===== src/rtl/ex_muldiv.sv =====
`default_nettype none
// ============================================================================
// Module      : ex_muldiv
// Description : Iterative RV32M multiply/divide unit for the EX stage.
//               Accepts one M-extension op from ID/EX, stalls the front of
//               the pipeline while it iterates one bit per cycle, then
//               presents a registered result for exactly one cycle.
//               Fixed latency: 33 cycles from acceptance to done.
//
// Ports       : clk        clock, rising edge
//               rst        synchronous active-high reset
//               start      ID/EX holds a valid M-op this cycle
//               op[2:0]    RV32M funct3 (MUL..REMU)
//               op_a/op_b  forwarded rs1/rs2 operands
//               rd_in      destination register of the op
//               flush      aborts the op in flight (BUSY only)
//               stall_req  freeze IF/ID and ID/EX (combinational)
//               busy       unit is iterating
//               done       one-cycle result-valid pulse
//               result     registered result, valid while done=1
//               rd_out     registered destination, valid while done=1
//
// Revision    : 1.0 - initial release
// ============================================================================
module ex_muldiv #(
    parameter int XLEN = 32,
    parameter int ITER = 32
) (
    input  logic            clk,
    input  logic            rst,
    input  logic            start,
    input  logic [2:0]      op,
    input  logic [XLEN-1:0] op_a,
    input  logic [XLEN-1:0] op_b,
    input  logic [4:0]      rd_in,
    input  logic            flush,
    output logic            stall_req,
    output logic            busy,
    output logic            done,
    output logic [XLEN-1:0] result,
    output logic [4:0]      rd_out
);

    localparam int                c_CW   = $clog2(ITER);
    localparam logic [c_CW-1:0]   c_LAST = c_CW'(ITER - 1);

    localparam logic [1:0] c_IDLE = 2'd0;
    localparam logic [1:0] c_BUSY = 2'd1;
    localparam logic [1:0] c_DONE = 2'd2;

    localparam logic [2:0] c_OP_MUL    = 3'd0;
    localparam logic [2:0] c_OP_MULH   = 3'd1;
    localparam logic [2:0] c_OP_MULHSU = 3'd2;
    localparam logic [2:0] c_OP_MULHU  = 3'd3;
    localparam logic [2:0] c_OP_DIV    = 3'd4;
    localparam logic [2:0] c_OP_DIVU   = 3'd5;
    localparam logic [2:0] c_OP_REM    = 3'd6;

    // ------------------------------------------------------------------
    // State and datapath registers
    // ------------------------------------------------------------------
    logic [1:0]        r_state;
    logic [1:0]        w_next_state;
    logic [2:0]        r_op;
    logic [4:0]        r_rd;
    logic [XLEN-1:0]   r_a_mag;
    logic [XLEN-1:0]   r_b_mag;
    logic              r_neg_res;
    logic              r_neg_rem;
    logic              r_div_zero;
    logic [2*XLEN-1:0] r_acc;
    logic [c_CW-1:0]   r_cnt;
    logic [XLEN-1:0]   r_result;
    logic [4:0]        r_rd_out;

    // ------------------------------------------------------------------
    // Operand conditioning at acceptance
    // ------------------------------------------------------------------
    logic            w_a_signed;
    logic            w_b_signed;
    logic            w_a_neg;
    logic            w_b_neg;
    logic [XLEN-1:0] w_a_mag;
    logic [XLEN-1:0] w_b_mag;
    logic            w_accept;

    always_comb begin
        w_a_signed = (op == c_OP_MULH) || (op == c_OP_MULHSU) ||
                     (op == c_OP_DIV)  || (op == c_OP_REM);
        w_b_signed = (op == c_OP_MULH) || (op == c_OP_DIV) || (op == c_OP_REM);
        w_a_neg    = w_a_signed & op_a[XLEN-1];
        w_b_neg    = w_b_signed & op_b[XLEN-1];
        w_a_mag    = w_a_neg ? (~op_a + 1'b1) : op_a;
        w_b_mag    = w_b_neg ? (~op_b + 1'b1) : op_b;
    end

    assign w_accept = (r_state == c_IDLE) && start && !flush;

    // ------------------------------------------------------------------
    // One iteration step. Both algorithms walk the operand bits MSB first
    // so they can share a single bit index derived from the counter.
    // ------------------------------------------------------------------
    logic [c_CW-1:0]   w_idx;
    logic [2*XLEN-1:0] w_mul_next;
    logic [XLEN:0]     w_rem_sh;
    logic [XLEN:0]     w_trial;
    logic [2*XLEN-1:0] w_div_next;
    logic [2*XLEN-1:0] w_acc_next;

    always_comb begin
        w_idx      = c_LAST - r_cnt;

        // Multiply: acc = 2*acc + (b_bit ? a : 0)
        w_mul_next = {r_acc[2*XLEN-2:0], 1'b0} +
                     (r_b_mag[w_idx] ? {{XLEN{1'b0}}, r_a_mag} : {2*XLEN{1'b0}});

        // Divide: acc holds {remainder, quotient}; bring down the next
        // dividend bit and keep the trial difference if it is non-negative.
        w_rem_sh   = {r_acc[2*XLEN-1:XLEN], r_a_mag[w_idx]};
        w_trial    = w_rem_sh - {1'b0, r_b_mag};
        if (!w_trial[XLEN]) begin
            w_div_next = {w_trial[XLEN-1:0], r_acc[XLEN-2:0], 1'b1};
        end else begin
            w_div_next = {w_rem_sh[XLEN-1:0], r_acc[XLEN-2:0], 1'b0};
        end

        w_acc_next = r_op[2] ? w_div_next : w_mul_next;
    end

    // ------------------------------------------------------------------
    // Final result, evaluated on the last iteration and registered on the
    // BUSY->DONE edge. A zero divisor leaves the dividend magnitude in the
    // remainder, so REM/REMU return op_a without a special case; only the
    // quotient needs forcing, since sign correction would otherwise turn
    // the all-ones quotient into 1 for a negative dividend.
    // ------------------------------------------------------------------
    logic [2*XLEN-1:0] w_prod_fix;
    logic [XLEN-1:0]   w_quo;
    logic [XLEN-1:0]   w_rem;
    logic [XLEN-1:0]   w_final;

    always_comb begin
        w_prod_fix = r_neg_res ? (~w_acc_next + 1'b1) : w_acc_next;
        w_quo      = w_acc_next[XLEN-1:0];
        w_rem      = w_acc_next[2*XLEN-1:XLEN];
        w_final    = w_rem;
        case (r_op)
            c_OP_MUL:    w_final = w_prod_fix[XLEN-1:0];
            c_OP_MULH,
            c_OP_MULHSU,
            c_OP_MULHU:  w_final = w_prod_fix[2*XLEN-1:XLEN];
            c_OP_DIV:    w_final = r_div_zero ? {XLEN{1'b1}}
                                              : (r_neg_res ? (~w_quo + 1'b1) : w_quo);
            c_OP_DIVU:   w_final = r_div_zero ? {XLEN{1'b1}} : w_quo;
            c_OP_REM:    w_final = r_neg_rem ? (~w_rem + 1'b1) : w_rem;
            default:     w_final = w_rem;
        endcase
    end

    // ------------------------------------------------------------------
    // FSM: state register and next-state logic
    // ------------------------------------------------------------------
    always_ff @(posedge clk) begin
        if (rst) begin
            r_state <= c_IDLE;
        end else begin
            r_state <= w_next_state;
        end
    end

    always_comb begin
        w_next_state = r_state;
        case (r_state)
            c_IDLE: begin
                if (start && !flush) begin
                    w_next_state = c_BUSY;
                end
            end
            c_BUSY: begin
                if (flush) begin
                    w_next_state = c_IDLE;
                end else if (r_cnt == c_LAST) begin
                    w_next_state = c_DONE;
                end
            end
            // The accepted instruction still sits in ID/EX during DONE,
            // so start is not looked at here.
            c_DONE:  w_next_state = c_IDLE;
            default: w_next_state = c_IDLE;
        endcase
    end

    // ------------------------------------------------------------------
    // Datapath registers
    // ------------------------------------------------------------------
    always_ff @(posedge clk) begin
        if (rst) begin
            r_op       <= '0;
            r_rd       <= '0;
            r_a_mag    <= '0;
            r_b_mag    <= '0;
            r_neg_res  <= 1'b0;
            r_neg_rem  <= 1'b0;
            r_div_zero <= 1'b0;
            r_acc      <= '0;
            r_cnt      <= '0;
            r_result   <= '0;
            r_rd_out   <= '0;
        end else if (w_accept) begin
            r_op       <= op;
            r_rd       <= rd_in;
            r_a_mag    <= w_a_mag;
            r_b_mag    <= w_b_mag;
            r_neg_res  <= w_a_neg ^ w_b_neg;
            r_neg_rem  <= op[2] & w_a_neg;
            r_div_zero <= (op_b == '0);
            r_acc      <= '0;
            r_cnt      <= '0;
        end else if ((r_state == c_BUSY) && !flush) begin
            r_acc <= w_acc_next;
            r_cnt <= r_cnt + c_CW'(1);
            if (r_cnt == c_LAST) begin
                r_result <= w_final;
                r_rd_out <= r_rd;
            end
        end
    end

    // ------------------------------------------------------------------
    // Outputs
    // ------------------------------------------------------------------
    assign busy      = (r_state == c_BUSY);
    assign done      = (r_state == c_DONE);
    assign stall_req = w_accept || (r_state == c_BUSY);
    assign result    = r_result;
    assign rd_out    = r_rd_out;

endmodule
`default_nettype wire


===== config.mk =====
export PLATFORM = sky130hd
export DESIGN_NAME = ex_muldiv
export DESIGN_NICKNAME = d
export VERILOG_FILES = /design/src/rtl/ex_muldiv.sv
export SDC_FILE = /design/constraint.sdc
export NUM_CORES = 1
export LEC_CHECK = 0
export BUFFER_PORTS_ARGS = -buffer_cell sky130_fd_sc_hd__buf_2
export CAP_MARGIN = 5
export CORE_ASPECT_RATIO = 0.8
export CORE_MARGIN = 2
export CORE_UTILIZATION = 55
export DETAILED_ROUTE_END_ITERATION = 7
export HOLD_SLACK_MARGIN = 0.03
export PLACE_DENSITY = 0.8
export SLEW_MARGIN = 20
export SYNTH_ARGS = -nofsm -noshare
export SYNTH_HDL_FRONTEND = slang
export SYNTH_SLANG_ARGS = --single-unit

===== constraint.sdc =====
create_clock -name clk -period 9 [get_ports clk]
set_input_delay 1.8 -clock clk [delete_from_list [all_inputs] [get_ports clk]]
set_output_delay 1.8 -clock clk [all_outputs]
set_load 0.05 [all_outputs]

==> flow_summary.json <==
{
  "hold_viol": 0,
  "post_cts_buffers": 0,
  "setup-violations-final": 0,
  "die_w_um": 207,
  "rsz0062_at_grt": "no",
  "synthDistinctLibCells": 113,
  "vias": 20200,
  "fp.dieH_um": 167,
  "post-route-util": 0.596,
  "drive_gt1_frac": 0.106,
  "ir_drop_mv": 0.127,
  "maxSlewViolCount": 0,
  "nets": 2678,
  "finalCritPeriodShare": 0.906,
  "clkTransAtPathRegs_ps": 80,
  "timing.hold.ws_ps": 448,
  "place_area_um2": 18800,
  "pre_cts_slack_ps": 1120,
  "cp_max_fo": 32,
  "yosysWarnings": 0,
  "min-delay-start": "result[12]$_SDFFE_PP0P_",
  "cp_cell_sequence": "mux4_2 > a32oi_1 > o21ai_0 > or3_1 > and2_1 > ha_1 > fa_1 > a211oi_2 > o211ai_1 > a211o_1 > a211oi_2 > or3_1 > nor2_1 > xor2_1 > o22ai_1 > nand4b_2 > nor4_2 > a31oi_1 > or4b_1 > o211a_1",
  "gp_congestion": 1.08,
  "whs_path_depth": 2,
  "clock-sinks": 183,
  "numCtsBuffers": 17,
  "ff2ff_path_depth": 20,
  "hold_buffers": 0,
  "worstReg2RegEnd": "result[29]$_SDFFE_PP0P_",
  "antenna_left": 0,
  "skew_ps": 11.9,
  "grt_usage": 0.386,
  "power_density_nw_per_um2": 121,
  "r2r-start": "r_cnt[0]$_SDFFE_PP0P_",
  "first_pass_iters": 8,
  "worstPathArrival_ps": 8520,
  "grt_pass1_wl_mm": 106,
  "mostFrequentLayoutCell": "nand2_1",
  "synthCells": 2544,
  "clockBufferDepth": 2,
  "postSynthAreaPerCell_um2": 7.15,
  "htree_levels": 4,
  "cts_tree": "yes",
  "status": "finished, final reports clean",
  "final_cells": 2972,
  "post-route-cell-area_um2": 19400,
  "relSlewSlack": 0.236,
  "async_flop_share": 0,
  "seqCellArea_um2": 3670,
  "num-fill-cells": 3057,
  "overflow": 0,
  "synth_edf_count": 0,
  "hp-class": "register to register",
  "clk_latency_ps": 480,
  "ctsResizeCount": 0,
  "max_slew.worst_pin.slew_ps": 1140,
  "start_util": 0.559,
  "synth_seq_area_share": 0.201,
  "root_buffer": "clkbuf_16",
  "synthesis.nets": 2691,
  "final.setup.tns_ps": 0,
  "routed_wirelength_mm": 68.7,
  "cp_slowest_cell": "dfxtp_1",
  "crit_family": "compound AO/OA/AOI/OAI gates",
  "synthesis.area_um2": 18200,
  "ios": 116,
  "drtIter0Drc": 3054,
  "grt_max_degree": 89,
  "ys_seq_elements": 183,
  "drv_cap": 0,
  "mostFrequentLayoutCells": "nand2_1, nor2_1, a21oi_1",
  "dp_cells": 2939,
  "die_area_um2": 34600,
  "reg2reg_slack_ps": 850,
  "critPathMaxStageDelay_ps": 850,
  "period_minus_slack_ps": 8150,
  "start_kind": "register",
  "vias_per_cell": 6.81,
  "synthFlopType": "dfxtp_1",
  "rows": 59,
  "wl_per_cell_um": 23.1,
  "synth_area_leader_cell": "dfxtp_1",
  "p_total_mw": 2.35,
  "multi_input_area_um2": 13600,
  "worstSetupPathType": "register to register",
  "core-area_um2": 32600,
  "antenna_found_initial": 4,
  "cp-end-kind": "register",
  "setup_ws_ps": 848,
  "synth_area_leaders": "dfxtp_1, nand2_1, a21oi_1",
  "grt_pass1_vias": 18100,
  "hpwl_mm": 52.4,
  "syn2layout_area_growth_pct": 6.67,
  "critPathBufInv": 0,
  "holdPathEnd": "result[12]$_SDFFE_PP0P_",
  "yosysTopAreaCellShare": 0.201,
  "route.detailed.drc": 0,
  "io_buffer_count": 115,
  "fmax_mhz": 123,
  "cp.required_ps": 9370,
  "p_leak_nw": 7.35
}
Yosys cell counts, types with 28 or more instances:
cell type / instances
a211oi_1: 94
a21o_1: 36
a21oi_1: 222
a31oi_1: 30
and2_1: 54
clkbuf_1: 131
dfxtp_1: 183
ha_1: 69
inv_1: 69
mux2i_1: 43
nand2_1: 316
nand2b_1: 28
nand3_1: 59
nand4_1: 38
nor2_1: 278
nor3_1: 56
o211ai_1: 33
o21ai_0: 144
o31ai_1: 29
or3_1: 37
xnor2_1: 59
xor2_1: 84
kinds of logic after synthesis:
kind of cell,after synthesis,share of synthesized area
AOI/OAI and AO/OA,833,0.315
xor gates and xnor gates,143,0.0689
adders and majority gates,71,0.0497
buffers and inverters,244,0.0548
DFF,183,0.201
muxes,62,0.0416
and+or+nand+nor,1008,0.269
power breakdown:
part | internal, mW | switching, mW | total, mW
clock network | 0.399 | 0.411 | 0.810
registers | 0.837 | 0.0441 | 0.881
logic | 0.221 | 0.438 | 0.659
routing by layer:
metal	wire (um)	GRT usage	part of all wire
met3	9240	0.103	0.13
met5	0	0	0
met1	30200	0.571	0.44
met4	2620	0.148	0.038
met2	26700	0.525	0.39
registers in the layout, indices dropped and copies added, names as in the netlist:
register / cells
r_a_mag: 32
r_acc: 64
r_b_mag: 32
r_cnt: 5
r_div_zero: 1
r_neg_rem: 1
r_neg_res: 1
r_op: 3
r_rd: 5
r_state: 2
rd_out: 5
result: 32
how the worst max path moves through the flow:
stage                                      from                      end  slack, ps  depth (start not counted)
after CTS                 r_cnt[0]$_SDFFE_PP0P_  result[28]$_SDFFE_PP0P_       1100                         22
final                     r_cnt[0]$_SDFFE_PP0P_  result[29]$_SDFFE_PP0P_        850                         20
after detailed placement  r_cnt[0]$_SDFFE_PP0P_  result[28]$_SDFFE_PP0P_       1120                         22
after floorplan           r_cnt[0]$_SDFFE_PP0P_  result[29]$_SDFFE_PP0P_       3050                         23
after global placement    r_cnt[0]$_SDFFE_PP0P_  result[29]$_SDFFE_PP0P_       1200                         20
after global routing      r_cnt[0]$_SDFFE_PP0P_  result[29]$_SDFFE_PP0P_        460                         20
worst reg2reg max path, stage by stage (launching register included):
cell and delay (ps):
dfxtp_1 850, mux4_2 590, a32oi_1 210, o21ai_0 100, or3_1 690, and2_1 350, ha_1 220, fa_1 450
a211oi_2 370, o211ai_1 240, a211o_1 400, a211oi_2 670, or3_1 370, nor2_1 100, xor2_1 150, o22ai_1 660
nand4b_2 330, nor4_2 530, a31oi_1 150, or4b_1 490, o211a_1 130
area by class of cell:
class,instances,share of cell area
inverters,70,0.0135
diodes,1,0.000129
clock buffers,17,0.0219
multi-input cells,2117,0.699
repair buffers,142,0.0402
flip-flops and latches,183,0.189
well taps,427,0.0275
clock inverters,15,0.00909
No activity file was read; power rests on OpenSTA's default activity.
